## src/rtl/mem_arbiter_pkg.sv

```systemverilog
// Shared types and constants for the main-memory time-slot arbiter.
// The phase bit indices match the signalizer's strobe ordering.
package mem_arbiter_pkg;

  localparam int ADDR_W = 16;
  localparam int DATA_W = 16;

  localparam int PH_FETCH  = 0;
  localparam int PH_DECODE = 1;
  localparam int PH_EXEC   = 2;
  localparam int PH_RDMEM  = 3;

  typedef enum logic [1:0] {
    OWN_NONE = 2'd0,
    OWN_IF   = 2'd1,
    OWN_DM   = 2'd2,
    OWN_EXT  = 2'd3
  } mem_owner_t;

  // True when exactly one phase strobe is set.
  function automatic logic is_onehot4(input logic [3:0] v);
    return (v != 4'b0000) && ((v & (v - 4'd1)) == 4'b0000);
  endfunction

endpackage

```

## src/rtl/mem_arbiter_if.sv

```systemverilog
// Bundle of phase strobes, CPU/external request ports and memory bus around
// the arbiter. The arbiter uses the slave view; its environment uses master.
interface mem_arbiter_if;
  import mem_arbiter_pkg::*;

  logic              phase_fetch;
  logic              phase_decode;
  logic              phase_exec;
  logic              phase_rdmem;
  logic              cpu_halt;
  logic [ADDR_W-1:0] if_addr;
  logic [DATA_W-1:0] if_data;
  logic              if_valid;
  logic [ADDR_W-1:0] dm_addr;
  logic              dm_rd;
  logic              dm_wr;
  logic [DATA_W-1:0] dm_wdata;
  logic [DATA_W-1:0] dm_rdata;
  logic              dm_rvalid;
  logic              ext_req;
  logic              ext_we;
  logic [ADDR_W-1:0] ext_addr;
  logic [DATA_W-1:0] ext_wdata;
  logic              ext_ack;
  logic [DATA_W-1:0] ext_rdata;
  logic              ext_rvalid;
  logic [ADDR_W-1:0] mem_addr;
  logic              mem_we;
  logic [DATA_W-1:0] mem_wdata;
  logic [DATA_W-1:0] mem_rdata;
  logic              phase_err;

  modport slave (
    input  phase_fetch, phase_decode, phase_exec, phase_rdmem, cpu_halt,
    input  if_addr, dm_addr, dm_rd, dm_wr, dm_wdata,
    input  ext_req, ext_we, ext_addr, ext_wdata, mem_rdata,
    output if_data, if_valid, dm_rdata, dm_rvalid,
    output ext_ack, ext_rdata, ext_rvalid,
    output mem_addr, mem_we, mem_wdata, phase_err
  );

  modport master (
    output phase_fetch, phase_decode, phase_exec, phase_rdmem, cpu_halt,
    output if_addr, dm_addr, dm_rd, dm_wr, dm_wdata,
    output ext_req, ext_we, ext_addr, ext_wdata, mem_rdata,
    input  if_data, if_valid, dm_rdata, dm_rvalid,
    input  ext_ack, ext_rdata, ext_rvalid,
    input  mem_addr, mem_we, mem_wdata, phase_err
  );

endinterface

```

## src/rtl/mem_arbiter.sv

```systemverilog
// Time-slot arbiter for the single-port main memory: picks the slot owner each
// cycle and steers the one-cycle-latency read data back to whoever issued it.
module mem_arbiter
  import mem_arbiter_pkg::*;
(
  input logic           clk_i,
  input logic           rst_ni,
  mem_arbiter_if.slave  bus
);

  logic [3:0]        phase_s;
  logic [ADDR_W-1:0] addr_d, addr_q;
  logic              we_s;
  logic [DATA_W-1:0] wdata_s;
  logic              grant_ext_s;
  mem_owner_t        owner_d, owner_q;
  logic              phase_err_d, phase_err_q;

  // Slot decode: halt gives the external port every cycle, otherwise the
  // highest-priority strobe picks the slot (fetch > rdmem > exec > decode).
  always_comb begin
    phase_s              = 4'b0000;
    phase_s[PH_FETCH]    = bus.phase_fetch;
    phase_s[PH_DECODE]   = bus.phase_decode;
    phase_s[PH_EXEC]     = bus.phase_exec;
    phase_s[PH_RDMEM]    = bus.phase_rdmem;
    addr_d               = addr_q;
    we_s                 = 1'b0;
    wdata_s              = bus.dm_wdata;
    grant_ext_s          = 1'b0;
    owner_d              = OWN_NONE;
    phase_err_d          = phase_err_q;
    if (bus.cpu_halt) begin
      grant_ext_s = bus.ext_req;
    end else begin
      if (!is_onehot4(phase_s)) begin
        phase_err_d = 1'b1;
      end else begin
        phase_err_d = phase_err_q;
      end
      if (phase_s[PH_FETCH]) begin
        addr_d  = bus.if_addr;
        owner_d = OWN_IF;
      end else if (phase_s[PH_RDMEM]) begin
        if (bus.dm_rd) begin
          addr_d  = bus.dm_addr;
          owner_d = OWN_DM;
        end else begin
          owner_d = OWN_NONE;
        end
      end else if (phase_s[PH_EXEC]) begin
        if (bus.dm_wr) begin
          addr_d  = bus.dm_addr;
          we_s    = 1'b1;
          wdata_s = bus.dm_wdata;
        end else begin
          we_s = 1'b0;
        end
      end else if (phase_s[PH_DECODE]) begin
        grant_ext_s = bus.ext_req;
      end else begin
        owner_d = OWN_NONE;
      end
    end
    if (grant_ext_s) begin
      addr_d  = bus.ext_addr;
      we_s    = bus.ext_we;
      wdata_s = bus.ext_wdata;
      owner_d = bus.ext_we ? OWN_NONE : OWN_EXT;
    end else begin
      grant_ext_s = 1'b0;
    end
  end

  // Return-owner, sticky phase error and held address registers.
  always_ff @(posedge clk_i) begin
    if (!rst_ni) begin
      owner_q     <= OWN_NONE;
      phase_err_q <= 1'b0;
      addr_q      <= '0;
    end else begin
      owner_q     <= owner_d;
      phase_err_q <= phase_err_d;
      addr_q      <= addr_d;
    end
  end

  // Write enable and grant are suppressed while reset is held.
  assign bus.mem_addr   = addr_d;
  assign bus.mem_we     = we_s & rst_ni;
  assign bus.mem_wdata  = wdata_s;
  assign bus.ext_ack    = grant_ext_s & rst_ni;

  assign bus.if_valid   = rst_ni & (owner_q == OWN_IF);
  assign bus.dm_rvalid  = rst_ni & (owner_q == OWN_DM);
  assign bus.ext_rvalid = rst_ni & (owner_q == OWN_EXT);
  assign bus.if_data    = bus.mem_rdata;
  assign bus.dm_rdata   = bus.mem_rdata;
  assign bus.ext_rdata  = bus.mem_rdata;
  assign bus.phase_err  = phase_err_q;

endmodule
```

## src/flat_wrapper.sv

```systemverilog
// flat-port wrapper written by rule: the top's interface ports become plain ports
module mem_arbiter_flat import mem_arbiter_pkg::*;
  (clk_i, rst_ni, bus_phase_fetch, bus_phase_decode, bus_phase_exec, bus_phase_rdmem, bus_cpu_halt, bus_if_addr, bus_dm_addr, bus_dm_rd, bus_dm_wr, bus_dm_wdata, bus_ext_req, bus_ext_we, bus_ext_addr, bus_ext_wdata, bus_mem_rdata, bus_if_data, bus_if_valid, bus_dm_rdata, bus_dm_rvalid, bus_ext_ack, bus_ext_rdata, bus_ext_rvalid, bus_mem_addr, bus_mem_we, bus_mem_wdata, bus_phase_err);
  mem_arbiter_if bus_i ();
  input logic clk_i;
  input logic rst_ni;
  input wire logic [$bits(bus_i.phase_fetch)-1:0] bus_phase_fetch;
  input wire logic [$bits(bus_i.phase_decode)-1:0] bus_phase_decode;
  input wire logic [$bits(bus_i.phase_exec)-1:0] bus_phase_exec;
  input wire logic [$bits(bus_i.phase_rdmem)-1:0] bus_phase_rdmem;
  input wire logic [$bits(bus_i.cpu_halt)-1:0] bus_cpu_halt;
  input wire logic [$bits(bus_i.if_addr)-1:0] bus_if_addr;
  input wire logic [$bits(bus_i.dm_addr)-1:0] bus_dm_addr;
  input wire logic [$bits(bus_i.dm_rd)-1:0] bus_dm_rd;
  input wire logic [$bits(bus_i.dm_wr)-1:0] bus_dm_wr;
  input wire logic [$bits(bus_i.dm_wdata)-1:0] bus_dm_wdata;
  input wire logic [$bits(bus_i.ext_req)-1:0] bus_ext_req;
  input wire logic [$bits(bus_i.ext_we)-1:0] bus_ext_we;
  input wire logic [$bits(bus_i.ext_addr)-1:0] bus_ext_addr;
  input wire logic [$bits(bus_i.ext_wdata)-1:0] bus_ext_wdata;
  input wire logic [$bits(bus_i.mem_rdata)-1:0] bus_mem_rdata;
  output wire logic [$bits(bus_i.if_data)-1:0] bus_if_data;
  output wire logic [$bits(bus_i.if_valid)-1:0] bus_if_valid;
  output wire logic [$bits(bus_i.dm_rdata)-1:0] bus_dm_rdata;
  output wire logic [$bits(bus_i.dm_rvalid)-1:0] bus_dm_rvalid;
  output wire logic [$bits(bus_i.ext_ack)-1:0] bus_ext_ack;
  output wire logic [$bits(bus_i.ext_rdata)-1:0] bus_ext_rdata;
  output wire logic [$bits(bus_i.ext_rvalid)-1:0] bus_ext_rvalid;
  output wire logic [$bits(bus_i.mem_addr)-1:0] bus_mem_addr;
  output wire logic [$bits(bus_i.mem_we)-1:0] bus_mem_we;
  output wire logic [$bits(bus_i.mem_wdata)-1:0] bus_mem_wdata;
  output wire logic [$bits(bus_i.phase_err)-1:0] bus_phase_err;
  assign bus_i.phase_fetch = bus_phase_fetch;
  assign bus_i.phase_decode = bus_phase_decode;
  assign bus_i.phase_exec = bus_phase_exec;
  assign bus_i.phase_rdmem = bus_phase_rdmem;
  assign bus_i.cpu_halt = bus_cpu_halt;
  assign bus_i.if_addr = bus_if_addr;
  assign bus_i.dm_addr = bus_dm_addr;
  assign bus_i.dm_rd = bus_dm_rd;
  assign bus_i.dm_wr = bus_dm_wr;
  assign bus_i.dm_wdata = bus_dm_wdata;
  assign bus_i.ext_req = bus_ext_req;
  assign bus_i.ext_we = bus_ext_we;
  assign bus_i.ext_addr = bus_ext_addr;
  assign bus_i.ext_wdata = bus_ext_wdata;
  assign bus_i.mem_rdata = bus_mem_rdata;
  assign bus_if_data = bus_i.if_data;
  assign bus_if_valid = bus_i.if_valid;
  assign bus_dm_rdata = bus_i.dm_rdata;
  assign bus_dm_rvalid = bus_i.dm_rvalid;
  assign bus_ext_ack = bus_i.ext_ack;
  assign bus_ext_rdata = bus_i.ext_rdata;
  assign bus_ext_rvalid = bus_i.ext_rvalid;
  assign bus_mem_addr = bus_i.mem_addr;
  assign bus_mem_we = bus_i.mem_we;
  assign bus_mem_wdata = bus_i.mem_wdata;
  assign bus_phase_err = bus_i.phase_err;
  mem_arbiter u_core (.clk_i(clk_i), .rst_ni(rst_ni), .bus(bus_i));
endmodule
```

## config.mk

```make
export PLATFORM = sky130hd
export DESIGN_NAME = mem_arbiter_flat
export DESIGN_NICKNAME = d
export VERILOG_FILES = /design/src/rtl/mem_arbiter_pkg.sv /design/src/rtl/mem_arbiter_if.sv /design/src/rtl/mem_arbiter.sv /design/src/flat_wrapper.sv
export SDC_FILE = /design/constraint.sdc
export NUM_CORES = 1
export LEC_CHECK = 0
export CAP_MARGIN = 20
export CORE_MARGIN = 5
export CORE_UTILIZATION = 32
export DETAILED_ROUTE_END_ITERATION = 7
export HOLD_SLACK_MARGIN = 0.06
export PLACE_DENSITY = 0.86
export SLEW_MARGIN = 20
export SYNTH_ARGS = -nofsm -noshare
export SYNTH_HDL_FRONTEND = slang
export SYNTH_SLANG_ARGS = --single-unit
```

## constraint.sdc

```tcl
create_clock -name clk_i -period 2.7 [get_ports clk_i]
set_input_delay 0.27 -clock clk_i [delete_from_list [all_inputs] [get_ports clk_i]]
set_output_delay 0.27 -clock clk_i [all_outputs]
set_load 0.02 [all_outputs]
```

Word-level counts from Yosys, hierarchy flattened
Cells that the tools add are included.
Widths: inputs -> output; s select.
- logic and storage cells: 45
- output and inout bits: 86
- input port bits: 107
- register bits: 19
- bitwise logic cells: 8
- reduce and logical (&&, ||, !) cells: 4
- add/subtract/negate cells: 1
- equality and inequality tests: 3
- muxes and demuxes: 26
- operators with widths (cell ; number):
    $mux 16 ; 8
    $mux 1 ; 12
    $mux 2 ; 6
    $and 1x1->1 ; 5
    $and 4x4->4 ; 1
    $eq 2x2->1 const B ; 2
    $logic_not 4->1 ; 1
    $reduce_bool 4->1 ; 1
    $sub 4x1->4 const B ; 1
    $eq 2x1->1 const B ; 1
    $not 1->1 ; 2
    $reduce_and 2->1 ; 1
    $logic_and 1x1->1 ; 1

Depth between registers and ports, before layout
- word-level depth: 7
- depth in mapped cells: 7
- depth with buffers taken out: 4

Worst setup path after synthesis
OpenSTA, ideal clock, no wires.
- path type: input port to output port
- start point: in bus_phase_fetch
- end point: out bus_mem_addr[12]
- data arrival time: 1.696 ns
- path slack: 0.734 ns
- stages on the path: 7
- data required time: 2.430 ns
- buffers on the path: 3
- cells stage by stage: buf_4 -> nor4b_4 -> o21a_4 -> buf_6 -> buf_6 -> a221oi_1 -> a21oi_1
- word-level cells in the longest chain between the ends: 3
- elaborated cells on any way between the ends: 5
- classes of those cells: mux: 5
- ends and longest elaborated chain (element ; line ; text):
    start, declared ; flat_wrapper.sv:7 ; input wire logic [$bits(bus_i.phase_fetch)-1:0] bus_phase_fetch;
    $mux 16 or $mux 1 (tied branches) ; mem_arbiter.sv:41 ; if (phase_s[PH_FETCH]) begin
    $mux 16 or $mux 1 (tied branches) ; mem_arbiter.sv:33 ; if (bus.cpu_halt) begin
    $mux 16 (*) ; mem_arbiter.sv:65 ; if (grant_ext_s) begin
    end, declared ; flat_wrapper.sv:29 ; output wire logic [$bits(bus_i.mem_addr)-1:0] bus_mem_addr;
Every way passes the cells marked *; elsewhere a longest branch is shown, timed or not.

Final worst setup path
- start point: in bus_phase_fetch
- end point: out bus_mem_we
- word-level cells in the longest chain between the ends: 4
- elaborated cells on any way between the ends: 6
- classes of those cells: mux: 5; bitwise: 1
- ends and longest elaborated chain (element ; line ; text):
    $mux 1 ; mem_arbiter.sv:41 ;
    $mux 1 ; mem_arbiter.sv:33 ;
    $mux 1 (*) ; mem_arbiter.sv:65 ;
    $and 1x1->1 (*) ; mem_arbiter.sv:90 ; assign bus.mem_we = we_s & rst_ni;
    end, declared ; flat_wrapper.sv:30 ; output wire logic [$bits(bus_i.mem_we)-1:0] bus_mem_we;
Marked as above.

==> summary.md <==
| Metric | Value |
|---|---|
| Clock Skew | 0 ns |
| Number of max-cap violations | 0 |
| DRT antenna net count | 0 |
| Synthesized instance count | 265 |
| Net Switching | ~360 uW |
| Placed Area | 3110 um^2 |
| Finished Layout Cells | 436 |
| Number of enable flip-flop cells after synthesis | 0 |
| Design area | 3190 um^2 |
| CP endpoint kind | output port |
| Residual DRC | 0 |
| Static Leak | 0.00135 uW |
| Top cells by area, synth | dfxtp_1 (20%), buf_4 (19%), nand2_1 (11%) |
| Root Buffer | clkbuf_8 |
| Core footprint | slightly below 6000 um^2 |
| Num rows | 28 |
| Area growth, synth to finish | 64.7% |
| CP required | 2.43 ns |
| Final hold slack | 0.470 ns |
| Num CTS Buffers | 3 |
| Status | finished clean |
| Int Pwr | 699 uW |
| TritonCTS clock tree | built |
| Crit path launch type | input pin |
| Largest net degree at the start of global routing | 22 |
| Hold crit path type | flip-flop to flip-flop |
| Data arrival, critical path | 2.33 ns |
| Initial antenna violation count | 0 |
| GRT Total Usage | 0.186 |
| Register area share after synthesis | 0.196 |
| Slew Viols, Final | 0 |
| Vias in the first global route | 2361 |
| Net count after synthesis | 372 |
| Top-count cell post-synth | nand2_1 |
| Fraction of layout cells with a size suffix above 1 | 0.139 |
| RSZ-0062 raised after global routing | false |
| Drt pass-1 iters | 4 |
| Number of buffers added on ports | 128 |
| Final setup fails | 0 |
| Max Fanout on Critical Path | 5 |
| Post-detail-place hpwl | 6090 um |
| R2R Setup Slk | 1.60 ns |
| TNS Setup | 0 ns |
| Nets | approximately 470 |
| Syn Area/Cell | roughly 7.3 um^2 |
| Clock transition at the registers of the reported paths | 0.08 ns |
| Die W | 87.9 um |
| Clock power share | 0.199 |
| Cell Area, Synth | 1940 um^2 |
| Placed Instances | between 400 and 500 |
| Slew headroom | 0.696 |
| Top FF cell, synth | dfxtp_1 |
| Clk Latency, worst-skew pair | approximately 0.26 ns |
| DR iter-0 viols | 99 |
| Post-place setup slack | -0.0893 ns |
| Cell variety after synth | 30 |
| DRT Wirelength | 7610 um |
| Final Hold Viols | 0 |
| Combinational power share | 0.506 |
| Synth Warn # | 0 |
| Fillers | 561 |
| CTS sink count | 19 |
| Yosys top cell by area | dfxtp_1 |
| Die outline height | between 80 and 90 um |
| Synth top area share | 0.196 |
| Final WS setup | 0.0990 ns |
| DIE AREA | 7720 um^2 |
| # diodes | 0 |
| Async SR Flop Fraction | 0 |
| Minimum clock period | 2.60 ns |
| DR vias/cell | 5.24 |
| Vias | 2284 |
| CTS hold repair buffers | 0 |
| Routability congestion estimate | 0.811 |
| Tcrit/Tclk final | 0.963 |
| WL per Instance | 17.5 um |
| Ports | 193 |
| Seq pwr share | 0.296 |
| H-tree Lvls | 1 |
| First-pass GRT wire length | 11300 um |
| Clock Path Buffers | 2 |
| PwrDens | ~330 nW/um^2 |
| F_max | between 300 and 400 MHz |
| Starting Density | 0.328 |
| FF+latch count, synth | 19 |
| Sw Ratio | 0.342 |
| Synth cell count leaders | nand2_1 (55), buf_4 (49), dfxtp_1 (19) |
| WS Path Type | input pin to output port |
| Worst Tran Pin Value | 0.455 ns |
| Worst vdd ir | 184 uV |
| Global route overflow | 0 |
power groups by stage:
stage               logic (uW)  registers, uW  clock network, uW
finish                     538            314                211
global placement           542            320                  0
global route               574            317                223
CTS                        535            314                215
detailed placement         550            321                  0
floorplan                  339            319                  0
stage by stage:
stage	power, uW	utilization
after floorplan	658	-
after global placement	862	0.525
after detailed placement	871	0.525
after CTS	1060	0.530
after global routing	1110	0.540
final	1060	0.540
cell usage in the layout (no fill, tap or decap), types with 12 or more instances in the layout:
cell type / netlist / layout
a211oi_1: 12 / 12
and2_1: 16 / 16
buf_4: 49 / 29
clkdlybuf4s50_1: 0 / 107
dfxtp_1: 19 / 19
dlygate4sd2_1: 0 / 15
nand2_1: 55 / 55
nor4_1: 12 / 12
o211ai_1: 12 / 12
o22ai_1: 13 / 13
per-layer routing:
metal | global-route usage | wire [um]
met1 | 0.210 | 2880
met2 | 0.345 | 3930
met3 | 0.0329 | 595
met4 | 0.0683 | 209
met5 | 0 | 0
path summary, 6_finish.rpt:
check	start	to	cells after the start
worst max-delay path	bus_phase_fetch	bus_mem_we	7
worst min-delay path	u_core.addr_q[6]$_SDFF_PN0_	u_core.addr_q[6]$_SDFF_PN0_	2
worst max register to register	u_core.addr_q[5]$_SDFF_PN0_	u_core.addr_q[5]$_SDFF_PN0_	3
worst min register to register	u_core.addr_q[6]$_SDFF_PN0_	u_core.addr_q[6]$_SDFF_PN0_	2
kinds of logic (layout without fill, tap and decap cells):
logic type	after synthesis	after routing	synth area share
xor gates and xnor gates	1	1	0.00452
buffers and inverters	70	166	0.243
DFF	19	19	0.196
AOI/OAI and AO/OA	74	74	0.303
and+or+nand+nor	101	101	0.254
cell type report:
type | count | area [um^2] | area share
inverter | 1 | 3.75 | 0.00118
multi-input combinational | 176 | 1100 | 0.346
timing repair buffer | 161 | 1570 | 0.490
sequential | 19 | 380 | 0.119
tap | 75 | 93.8 | 0.0294
clock buffer | 4 | 45.0 | 0.0141
sequential cells by signal (all words and copies together), names as in the netlist:
signal,count
u_core.addr_q,16
u_core.bus.phase_err,1
u_core.owner_q,2
worst max-delay path, stage by stage:
cell             delay, ns
clkdlybuf4s50_1       0.50
nor4b_4               0.40
o21a_4                0.23
buf_4                 0.12
a21oi_1               0.06
nor2b_1               0.13
clkdlybuf4s50_1       0.62
what timing repair did:
| item | 4_1_cts | 5_1_grt |
|---|---|---|
| hold endpoints to repair | 0 | 0 |
| pin swaps | 0 | 2 |
| gates resized for setup | 16 | 9 |
| buffers inserted | 0 | 4 |
| endpoints found under the setup margin | 16 | 12 |
Note: power is estimated with default switching activity, not from simulation.
